**config.mk**
```make
export PLATFORM = sky130hd
export DESIGN_NAME = load_store_unit_flat
export DESIGN_NICKNAME = d
export VERILOG_FILES = /design/src/rtl/load_store_unit_if.sv /design/src/rtl/load_store_unit.sv /design/src/flat_wrapper.sv
export SDC_FILE = /design/constraint.sdc
export NUM_CORES = 1
export LEC_CHECK = 0
export BUFFER_PORTS_ARGS = -buffer_cell sky130_fd_sc_hd__buf_4
export CORE_MARGIN = 8
export CORE_UTILIZATION = 49
export CTS_CLUSTER_SIZE = 14
export DETAILED_ROUTE_END_ITERATION = 16
export PLACE_DENSITY = 0.83
export SLEW_MARGIN = 20
export SYNTH_ARGS = -nofsm -noshare
export SYNTH_HDL_FRONTEND = slang
export SYNTH_SLANG_ARGS = --single-unit
```
**constraint.sdc**
```tcl
create_clock -name clk -period 1.9 [get_ports clk]
set_input_delay 0.19 -clock clk [delete_from_list [all_inputs] [get_ports clk]]
set_output_delay 0.19 -clock clk [all_outputs]
set_load 0.02 [all_outputs]
```
**src/rtl/load_store_unit_if.sv**
```systemverilog
// ---------------------------------------------------------------------------
// load_store_unit_if : core-side request/response bundle of the LSU. Rev 1.0
// ---------------------------------------------------------------------------
`default_nettype none

interface load_store_unit_if;
  logic        req_valid;
  logic        req_ready;
  logic        req_we;
  logic [2:0]  req_funct3;
  logic [31:0] req_addr;
  logic [31:0] req_wdata;
  logic        rsp_valid;
  logic [31:0] rsp_rdata;
  logic        rsp_err;

  modport master (
    output req_valid, req_we, req_funct3, req_addr, req_wdata,
    input  req_ready, rsp_valid, rsp_rdata, rsp_err
  );

  modport slave (
    input  req_valid, req_we, req_funct3, req_addr, req_wdata,
    output req_ready, rsp_valid, rsp_rdata, rsp_err
  );
endinterface

`default_nettype wire

```
**src/rtl/load_store_unit.sv**
```systemverilog
// ---------------------------------------------------------------------------
// load_store_unit : RV32I load/store to word-addressed memory with timeout. Rev 1.0
// ---------------------------------------------------------------------------
`default_nettype none

module load_store_unit #(
  parameter int TIMEOUT_CYCLES = 16
) (
  input  logic                clk,
  input  logic                rst_n,
  load_store_unit_if.slave    bus,
  output logic                mem_req_o,
  output logic                mem_we_o,
  output logic [31:0]         mem_addr_o,
  output logic [3:0]          mem_be_o,
  output logic [31:0]         mem_wdata_o,
  input  logic                mem_ack_i,
  input  logic [31:0]         mem_rdata_i
);

  localparam int             CW     = $clog2(TIMEOUT_CYCLES) + 1;
  localparam logic [CW-1:0]  C_LAST = CW'(TIMEOUT_CYCLES - 1);

  typedef enum logic [1:0] {
    S_IDLE   = 2'd0,
    S_ACCESS = 2'd1,
    S_DONE   = 2'd2
  } state_e;

  state_e        state_q, state_d;
  logic          we_q, we_d;
  logic [2:0]    f3_q, f3_d;
  logic [1:0]    off_q, off_d;
  logic [31:0]   maddr_q, maddr_d;
  logic [3:0]    be_q, be_d;
  logic [31:0]   mwdata_q, mwdata_d;
  logic [31:0]   rdata_q, rdata_d;
  logic          err_q, err_d;
  logic [CW-1:0] cnt_q, cnt_d;

  logic          w_legal;
  logic          w_aligned;
  logic [3:0]    w_be;
  logic [31:0]   w_wdata;
  logic [31:0]   w_load;
  logic [7:0]    w_byte;
  logic [15:0]   w_half;

  // funct3[1:0] encodes access size for both loads and stores
  always_comb begin
    w_legal   = 1'b0;
    w_aligned = 1'b0;
    w_be      = 4'b0000;
    w_wdata   = 32'd0;
    case (bus.req_funct3)
      3'b000, 3'b001, 3'b010: w_legal = 1'b1;
      3'b100, 3'b101:         w_legal = !bus.req_we;
      default:                w_legal = 1'b0;
    endcase
    case (bus.req_funct3[1:0])
      2'b00: begin
        w_aligned = 1'b1;
        w_be      = 4'b0001 << bus.req_addr[1:0];
        w_wdata   = {4{bus.req_wdata[7:0]}};
      end
      2'b01: begin
        w_aligned = !bus.req_addr[0];
        w_be      = bus.req_addr[1] ? 4'b1100 : 4'b0011;
        w_wdata   = {2{bus.req_wdata[15:0]}};
      end
      2'b10: begin
        w_aligned = (bus.req_addr[1:0] == 2'b00);
        w_be      = 4'b1111;
        w_wdata   = bus.req_wdata;
      end
      default: begin
        w_aligned = 1'b0;
      end
    endcase
  end

  always_comb begin
    w_byte = mem_rdata_i[8*off_q +: 8];
    w_half = off_q[1] ? mem_rdata_i[31:16] : mem_rdata_i[15:0];
    case (f3_q)
      3'b000:  w_load = {{24{w_byte[7]}}, w_byte};
      3'b100:  w_load = {24'd0, w_byte};
      3'b001:  w_load = {{16{w_half[15]}}, w_half};
      3'b101:  w_load = {16'd0, w_half};
      default: w_load = mem_rdata_i;
    endcase
  end

  always_comb begin
    state_d  = state_q;
    we_d     = we_q;
    f3_d     = f3_q;
    off_d    = off_q;
    maddr_d  = maddr_q;
    be_d     = be_q;
    mwdata_d = mwdata_q;
    rdata_d  = rdata_q;
    err_d    = err_q;
    cnt_d    = cnt_q;
    case (state_q)
      S_IDLE: begin
        if (bus.req_valid) begin
          if (w_legal && w_aligned) begin
            state_d  = S_ACCESS;
            we_d     = bus.req_we;
            f3_d     = bus.req_funct3;
            off_d    = bus.req_addr[1:0];
            maddr_d  = {bus.req_addr[31:2], 2'b00};
            be_d     = w_be;
            mwdata_d = bus.req_we ? w_wdata : 32'd0;
            cnt_d    = '0;
          end else begin
            state_d = S_DONE;
            rdata_d = 32'd0;
            err_d   = 1'b1;
          end
        end
      end
      S_ACCESS: begin
        if (mem_ack_i) begin
          state_d = S_DONE;
          err_d   = 1'b0;
          rdata_d = we_q ? 32'd0 : w_load;
        end else if (cnt_q == C_LAST) begin
          state_d = S_DONE;
          err_d   = 1'b1;
          rdata_d = 32'd0;
        end else begin
          cnt_d = cnt_q + CW'(1);
        end
      end
      S_DONE:  state_d = S_IDLE;
      default: state_d = S_IDLE;
    endcase
  end

  always_ff @(posedge clk or negedge rst_n) begin
    if (!rst_n) begin
      state_q  <= S_IDLE;
      we_q     <= 1'b0;
      f3_q     <= 3'd0;
      off_q    <= 2'd0;
      maddr_q  <= 32'd0;
      be_q     <= 4'd0;
      mwdata_q <= 32'd0;
      rdata_q  <= 32'd0;
      err_q    <= 1'b0;
      cnt_q    <= '0;
    end else begin
      state_q  <= state_d;
      we_q     <= we_d;
      f3_q     <= f3_d;
      off_q    <= off_d;
      maddr_q  <= maddr_d;
      be_q     <= be_d;
      mwdata_q <= mwdata_d;
      rdata_q  <= rdata_d;
      err_q    <= err_d;
      cnt_q    <= cnt_d;
    end
  end

  assign bus.req_ready = (state_q == S_IDLE);
  assign bus.rsp_valid = (state_q == S_DONE);
  assign bus.rsp_rdata = rdata_q;
  assign bus.rsp_err   = err_q;
  assign mem_req_o     = (state_q == S_ACCESS);
  assign mem_we_o      = we_q;
  assign mem_addr_o    = maddr_q;
  assign mem_be_o      = be_q;
  assign mem_wdata_o   = mwdata_q;

endmodule

`default_nettype wire

```
**src/flat_wrapper.sv**
```systemverilog
// flat-port wrapper written by rule: the top's interface ports become plain ports
module load_store_unit_flat 
#(
  parameter int TIMEOUT_CYCLES = 16
)
  (clk, rst_n, mem_req_o, mem_we_o, mem_addr_o, mem_be_o, mem_wdata_o, mem_ack_i, mem_rdata_i, bus_req_valid, bus_req_we, bus_req_funct3, bus_req_addr, bus_req_wdata, bus_req_ready, bus_rsp_valid, bus_rsp_rdata, bus_rsp_err);
  load_store_unit_if bus_i ();
  input  logic clk;
  input  logic rst_n;
  output logic mem_req_o;
  output logic mem_we_o;
  output logic [31:0] mem_addr_o;
  output logic [3:0] mem_be_o;
  output logic [31:0] mem_wdata_o;
  input  logic mem_ack_i;
  input  logic [31:0] mem_rdata_i;
  input wire logic [$bits(bus_i.req_valid)-1:0] bus_req_valid;
  input wire logic [$bits(bus_i.req_we)-1:0] bus_req_we;
  input wire logic [$bits(bus_i.req_funct3)-1:0] bus_req_funct3;
  input wire logic [$bits(bus_i.req_addr)-1:0] bus_req_addr;
  input wire logic [$bits(bus_i.req_wdata)-1:0] bus_req_wdata;
  output wire logic [$bits(bus_i.req_ready)-1:0] bus_req_ready;
  output wire logic [$bits(bus_i.rsp_valid)-1:0] bus_rsp_valid;
  output wire logic [$bits(bus_i.rsp_rdata)-1:0] bus_rsp_rdata;
  output wire logic [$bits(bus_i.rsp_err)-1:0] bus_rsp_err;
  assign bus_i.req_valid = bus_req_valid;
  assign bus_i.req_we = bus_req_we;
  assign bus_i.req_funct3 = bus_req_funct3;
  assign bus_i.req_addr = bus_req_addr;
  assign bus_i.req_wdata = bus_req_wdata;
  assign bus_req_ready = bus_i.req_ready;
  assign bus_rsp_valid = bus_i.rsp_valid;
  assign bus_rsp_rdata = bus_i.rsp_rdata;
  assign bus_rsp_err = bus_i.rsp_err;
  load_store_unit #(.TIMEOUT_CYCLES(TIMEOUT_CYCLES)) u_core (.clk(clk), .rst_n(rst_n), .bus(bus_i), .mem_req_o(mem_req_o), .mem_we_o(mem_we_o), .mem_addr_o(mem_addr_o), .mem_be_o(mem_be_o), .mem_wdata_o(mem_wdata_o), .mem_ack_i(mem_ack_i), .mem_rdata_i(mem_rdata_i));
endmodule
```
# After elaboration in Yosys (flattened, before gate mapping)
# Index checks and enable logic that the tools add are counted.
[totals]
register_bits = 112
in_bits = 104
[classes]
addsub = 1
eq_ne = 18
shift = 2
n_mux = 29
n_reduce_logical = 15
[op_table]
columns = ["operator", "n"]
rows = [
  ["$mux 32", 6],
  ["$pmux 32 s4", 1],
  ["$pmux 32 s3", 1],
  ["$pmux 32 s2", 1],
  ["$shiftx 32x6->8", 1],
  ["$mux 5", 4],
  ["$mux 16", 1],
  ["$eq 3x3->1 const B", 4],
  ["$pmux 4 s3", 1],
  ["$pmux 5 s2", 1],
  ["$mux 2", 4],
  ["$ne 2x2->1 const B", 4],
  ["$eq 3x1->1 const B", 2],
  ["$logic_not 2->1", 3],
  ["$logic_not 3->1", 2],
  ["$add 5x1->5 const B", 1],
  ["$eq 5x4->1 const B", 1],
  ["$reduce_and 5->1", 1],
  ["$eq 2x1->1 const B", 2],
  ["$eq 2x2->1 const B", 2],
  ["$mux 1", 4],
  ["$mux 4", 1],
  ["$pmux 1 s2", 2],
  ["$pmux 2 s2", 1],
  ["13 further kinds", 14],
]

# Longest topological paths before layout
# Gate-level depths: netlist (run 1).
[logic_depth]
depth_word = 7
ltp_mapped = 8
mapped_depth_nobuf = 7

# Worst setup path before layout (run 1)
# Ideal clock, no wire load.
[synth_timing]
path_kind = "reg-to-reg"
from = "register u_core.cnt_q[0]"
to = "register u_core.cnt_q[1]"
arrival_ns = 1.604
t_required_ns = 1.780
path_slack_ns = 0.176
path_stages_with_launch = 8
path_cell_list = "dfrtp_1 ha_1 and3_1 ha_1 nor2_1 a22oi_1 and3_1 a31o_2"
[synth_between]
elab_chain_cells = 4
word_cells_on_any_way = 7
[synth_rtl]
columns = ["element", "line", "source"]
rows = [
  ["start, declared", "load_store_unit.sv:39", "logic [CW-1:0] cnt_q, cnt_d;"],
  ["start signal, assigned", "load_store_unit.sv:164", "cnt_q <= cnt_d;"],
  ["$add 5x1->5", "load_store_unit.sv:134", "cnt_d = cnt_q + CW'(1);"],
  ["$mux 5", "load_store_unit.sv:129", "end else if (cnt_q == C_LAST) begin"],
  ["$mux 5", "load_store_unit.sv:125", "if (mem_ack_i) begin"],
  ["$pmux 5 s2", "load_store_unit.sv:105", "case (state_q)"],
]
# Several ways; a longest one is shown, not always the timed one. The select of a mux whose other input is x is not followed.
# A chain may end at the register's enable or synchronous reset.

# Worst setup path after layout (run 1)
# Ends and elaborated chain as after synthesis.

==> results.cfg, run 1 <==
[timing]
timing.final.crit_share_pct = 96.4
setup_viol = 0
finalHoldViolCount = 0
tightest_slew_ps = 653
fin_setup_tns_ps = 0
fin_hold_ws_ps = 53.6
slew_viol_final = 0
slew_headroom_pct = 56.1
fin_skew_ps = 7.15
period_minus_slack_ps = 1830
max_freq_mhz = 546
rsz0062_at_grt = no

[worst_setup_path]
path_max_fanout = 6
ff2ff_setup_slack_ps = 70
path_class = flop to flop
cp-start-kind = flop
end_kind = flop
worstPathRequired_ps = 2160
cp_data_arrival_time_ps = 2090

[synthesis]
yosys_warnings = 0
synth_top_area_cell = dfrtp_1
synth_common_cells = dfrtp_1 (112), o21ai_0 (101), nand2_1 (99)
yosysSeqAreaShare_pct = 51.3
syn_inst = 536
synth_edf_count = 0
yosysMostFrequentCell = dfrtp_1
ys_ff_latch = 112
ys.flop_type = dfrtp_1
synth.avg_cell_area_um2 = 10.2
ys_types = 51
async_flop_share_pct = 100
netlist_area_um2 = 5460
netlist.area_leader.share_pct = 51.3
synthTopCellsByArea = dfrtp_1 (51%), o21ai_0 (9.3%), nand2_1 (6.8%)

[detailed_routing]
drt_iter0_drc = 343
num_vias = 4850
route.detailed.drc = 0
drtPass1Iterations = 6
ant_nets = 0
wirelength_um = 16200
wire_per_inst_um = 18.5
viasPerCell = 5.53

[power_and_ir_drop]
p_total_mw = 8.99
p_leak_nw = 3.66
power.density_nw_per_um2 = 1210
ir_worst_vdd_mv = 0.685

[cts]
cts_sinks = 112
cts_buffers = 9
cts_max_path_buffers = 2
cts_tree = yes
clk_latency_ps = 360
clkSlewWorstSetupHoldPaths_ps = 100
cts_htree_levels = 3
clock-root-buffer = clkbuf_8

[cells_and_area]
area_growth_pct = 36.5
drive_gt1_share_pct = 38.9
antenna_cells = 0
fin_nets = 838
fin_cells = 877

[die]
die_h_um = 122
core_um2 = 10800
ios = 209
dieWidth_um = 122
dieArea_um2 = 14800
initial_core_util_pct = 50.4
core.rowCount = 38

[status]
outcome = finished clean

[placement]
dp.cells = 858
hpwl_um = 12100
numPortBuffers = 206
place.gp.congestion = 0.854

[global_routing]
grt.overflow.total = 0
grt_pass1_vias = 5020
antenna_found_initial = 0
grt_max_degree = 88
grt_pass1_wl_um = 25500
grt.total_usage_pct = 21.3

[flow_run]
maxCapViolCount = 0

[min_path]
hp-class = input pin to flop
path summary, 6_finish.rpt:
kind | start | endpoint | cells after the start
min | bus_req_addr[6] | u_core.mem_addr_o[6]$_DFFE_PN0P_ | 2
max in group asynchronous | rst_n | u_core.mem_addr_o[10]$_DFFE_PN0P_ | 3
min reg2reg | u_core.mem_wdata_o[28]$_DFFE_PN0P_ | u_core.mem_wdata_o[28]$_DFFE_PN0P_ | 2
max reg2reg | u_core.cnt_q[0]$_DFFE_PN0P_ | u_core.cnt_q[1]$_DFFE_PN0P_ | 7
min in group asynchronous | rst_n | u_core.mem_addr_o[6]$_DFFE_PN0P_ | 2
max | u_core.cnt_q[0]$_DFFE_PN0P_ | u_core.cnt_q[1]$_DFFE_PN0P_ | 7
stage by stage:
| stage | instance area [µm²] | setup slack [ps] | util (%) |
|---|---|---|---|
| 6_report | 7460 | 69.2 | 68.8 |
| 3_3_place_gp | 7120 | 98.8 | 65.7 |
| 2_1_floorplan | 5470 | 176 | - |
| 5_1_grt | 7460 | 6.45 | 68.8 |
| 4_1_cts | 7400 | 11.3 | 68.2 |
| 3_5_place_dp | 7120 | 11.0 | 65.7 |
sequential cells by signal, indices dropped and copies added (netlist names):
name and cells:
u_core.bus.rsp_err 1, u_core.bus.rsp_rdata 32, u_core.cnt_q 5, u_core.f3_q 3, u_core.mem_addr_o 30, u_core.mem_be_o 4, u_core.mem_wdata_o 32, u_core.mem_we_o 1
u_core.off_q 2, u_core.state_q 2
power by group:
part | internal (mW) | total [mW] | switching [mW] | leakage (nW)
Sequential | 3.01 | 3.46 | 0.446 | 1.45
Clock | 0.955 | 1.74 | 0.790 | 0.127
Combinational | 1.75 | 3.79 | 2.04 | 2.09
placed cells by master (no fill, tap or decap), types with 2 or more instances in the layout:
cell and instances:
a21oi_1 7, a22o_1 8, a22oi_1 16, a2bb2oi_1 7
and2_1 3, and3_1 2, buf_12 3, buf_4 220
bufinv_16 3, clkbuf_8 11, conb_1 2, dfrtp_1 112
dlygate4sd3_1 2, ha_1 2, inv_1 7, mux2_2 24
mux2_4 12, mux2i_1 16, nand2_1 98, nand2b_1 13
nand3_1 9, nand3b_1 7, nor2_1 7, nor2b_1 3
o21a_1 2, o21ai_0 101, o21ai_1 4, o22ai_1 7
per-layer routing:
| layer | routed length, µm | vias up | track usage [%] |
|---|---|---|---|
| met3 | 1600 | 23 | 7.45 |
| met5 | 0 | - | 0 |
| met2 | 7900 | 237 | 35.6 |
| met1 | 6480 | 2319 | 26.0 |
| li1 | - | 2271 | - |
| met4 | 242 | 0 | 4.70 |
area by class of cell:
type | instances | area (µm²)
clock buffers | 12 | 155
clock inverters | 4 | 98.8
fillers | 832 | 3380
inverters | 8 | 30.0
multi-input cells | 375 | 2440
flip-flops and latches | 112 | 2800
well taps | 140 | 175
repair buffers | 226 | 1760
worst max-delay path, stage by stage (launching register included):
cell and delay, ps:
dfrtp_1 430, ha_1 220, and3_1 180, ha_1 210, nor2_4 130, a22oi_2 110, and3_1 250, a31o_2 210
logic make-up after synthesis:
| kind of cell | synth area share, % |
|---|---|
| compound gates | 19.0 |
| fa+ha+maj | 0.458 |
| buf+inv | 5.08 |
| flops | 51.3 |
| mux | 11.6 |
| other cells | 0.0686 |
| simple gates | 12.5 |
repair_timing:
item,in CTS,in global routing
setup buffers,0,0
gates resized for setup,1,6
cloned,0,1
hold buffers,2,0
hold endpoints to repair,20,0
setup endpoints to repair,1,36
No activity file was read; power rests on OpenSTA's default activity.
==> run 2: changes to the inputs <==
- CORE_UTILIZATION: 49 -> 30
- PLACE_DENSITY: 0.83 -> 0.56
- clock period: 1.9 -> 2.3 ns (I/O delays scaled with it)
==> run 2 against run 1 <==
Against the previous run: setup slack better by 210 ps; via count shrank 3.1%; critical path depth is 3 lower; total power down 17%; sequential share of layout area is 0.16 points lower; largest cell class unchanged; final area grew 0.44%; die area rose by 54%.
==> results.cfg, run 2 (same netlist as run 1, synthesis figures left out) <==
[status]
outcome = finished clean

[cts]
cts_sinks = 112
cts_resized = 0
cts_htree_levels = 3
cts_tree = yes
clk_latency_ps = 350
clock-root-buffer = clkbuf_16
cts_buffers = 9
clkSlewWorstSetupHoldPaths_ps = 80
cts_max_path_buffers = 2

[worst_setup_path]
path_class = flop to flop
worstPathRequired_ps = 2500
cp-startpoint = u_core.off_q[1]$_DFFE_PN0P_
cp-start-kind = flop
worstReg2RegStart = u_core.off_q[1]$_DFFE_PN0P_
end_kind = flop
ff2ff_setup_slack_ps = 280
r2r_cells = 4
reg2reg_to = u_core.bus.rsp_rdata[22]$_DFFE_PN0P_
cp_data_arrival_time_ps = 2220
path_max_fanout = 16
crit_end = u_core.bus.rsp_rdata[22]$_DFFE_PN0P_

[cells_and_area]
finish.utilization_pct = 41.8
final_common_cell = buf_4
drive_gt1_share_pct = 38.0
antenna_cells = 0
fin_nets = 830
area_growth_pct = 37.1
num-fill-cells = 1793
layout_common_cells = buf_4 (215), dfrtp_1 (112), o21ai_0 (101)

[global_routing]
grt_pass1_wl_um = 26500
antenna_found_initial = 0
grt.overflow.total = 0
grt_pass1_vias = 4980
grt.total_usage_pct = 14.8
grt_max_degree = 67

[detailed_routing]
num_vias = 4701
viasPerCell = 4.91
route.detailed.drc = 0
drtPass1Iterations = 4
wirelength_um = 16800
drt_iter0_drc = 233
ant_nets = 0
wire_per_inst_um = 17.6

[timing]
tightest_slew_ps = 739
setup_viol = 0
slew_headroom_pct = 50.8
timing.final.crit_share_pct = 87.8
max_freq_mhz = 495
period_minus_slack_ps = 2020
rsz0062_at_grt = no
fin_skew_ps = 8.60
fin_setup_tns_ps = 0
slew_viol_final = 0
finalHoldViolCount = 0

[die]
core.rowCount = 49
initial_core_util_pct = 30.5
dieWidth_um = 151
die_h_um = 151
ios = 209
dieArea_um2 = 22800
core_um2 = 17900

[min_path]
worstHoldStart = mem_ack_i
hp-class = input pin to flop

[power_and_ir_drop]
ir_worst_vdd_mv = 0.401
p_leak_nw = 3.61
power.density_nw_per_um2 = 1000

[flow_run]
maxCapViolCount = 0

[placement]
place.gp.congestion = 0.833
hpwl_um = 13000
numPortBuffers = 206
[run 2: cell count changes in the layout (fill, tap and decap cells not counted), moves of 2 or more]
cell        change
clkbuf_8       -10
clkbuf_16       +8
buf_4           -5
bufinv_16       -2
clkinvlp_4      +2
[run 2: per-layer routing]
layer | track usage (%) | vias up | part of all wire [%]
met5 | 0 | - | 0
met4 | 4.26 | 0 | 1.4
met3 | 6.57 | 24 | 12
met2 | 23.2 | 186 | 46
met1 | 17.9 | 2231 | 40
li1 | - | 2260 | -
[run 2: cell type report]
type / count / area, µm² / area share, %
Inverter: 8 / 30.0 / 0.401
Sequential cell: 112 / 2800 / 37.4
Clock buffer: 11 / 243 / 3.24
Clock inverter: 5 / 62.6 / 0.835
Multi-Input combinational cell: 375 / 2400 / 32.0
Tap cell: 229 / 287 / 3.83
Timing Repair Buffer: 218 / 1660 / 22.2
[run 2: worst min path at each step]
| stage | end | cells after the start |
|---|---|---|
| floorplan | u_core.bus.rsp_err$_DFFE_PN0P_ | 0 |
| finish | u_core.bus.rsp_err$_DFFE_PN0P_ | 2 |
| detailed placement | u_core.mem_wdata_o[0]$_DFFE_PN0P_ | 1 |
| global route | u_core.bus.rsp_err$_DFFE_PN0P_ | 2 |
| CTS | u_core.bus.rsp_err$_DFFE_PN0P_ | 2 |
| global placement | u_core.mem_wdata_o[0]$_DFFE_PN0P_ | 1 |
[run 2: worst max-delay path, cell delays in order, from the launching register on]
cell	delay, ps
dfrtp_1	480
mux2_2	430
o21bai_4	260
a2bb2oi_2	500
o21ai_0	200
[run 2: what timing repair did]
item | 4_1_cts | 5_1_grt
hold buffers | 1 | 0
hold endpoints to repair | 36 | 0
buffers inserted | 0 | 0
[run 2: through the flow]
step	setup slack [ps]	total power, mW	instance area, µm²	hold slack, ps	cells
3_5_place_dp	260	5.97	7170	244	941
6_report	281	7.51	7490	58.1	958
4_1_cts	210	7.63	7490	47.2	958
3_3_place_gp	357	5.90	7170	236	941
5_1_grt	34.6	7.98	7490	46.2	958
2_1_floorplan	576	4.61	5470	-65.6	537
[run 2: power by group]
part | switching [mW] | internal (mW) | total, mW
clock network | 0.742 | 0.884 | 1.63
logic | 1.66 | 1.39 | 3.05
registers | 0.337 | 2.49 | 2.83
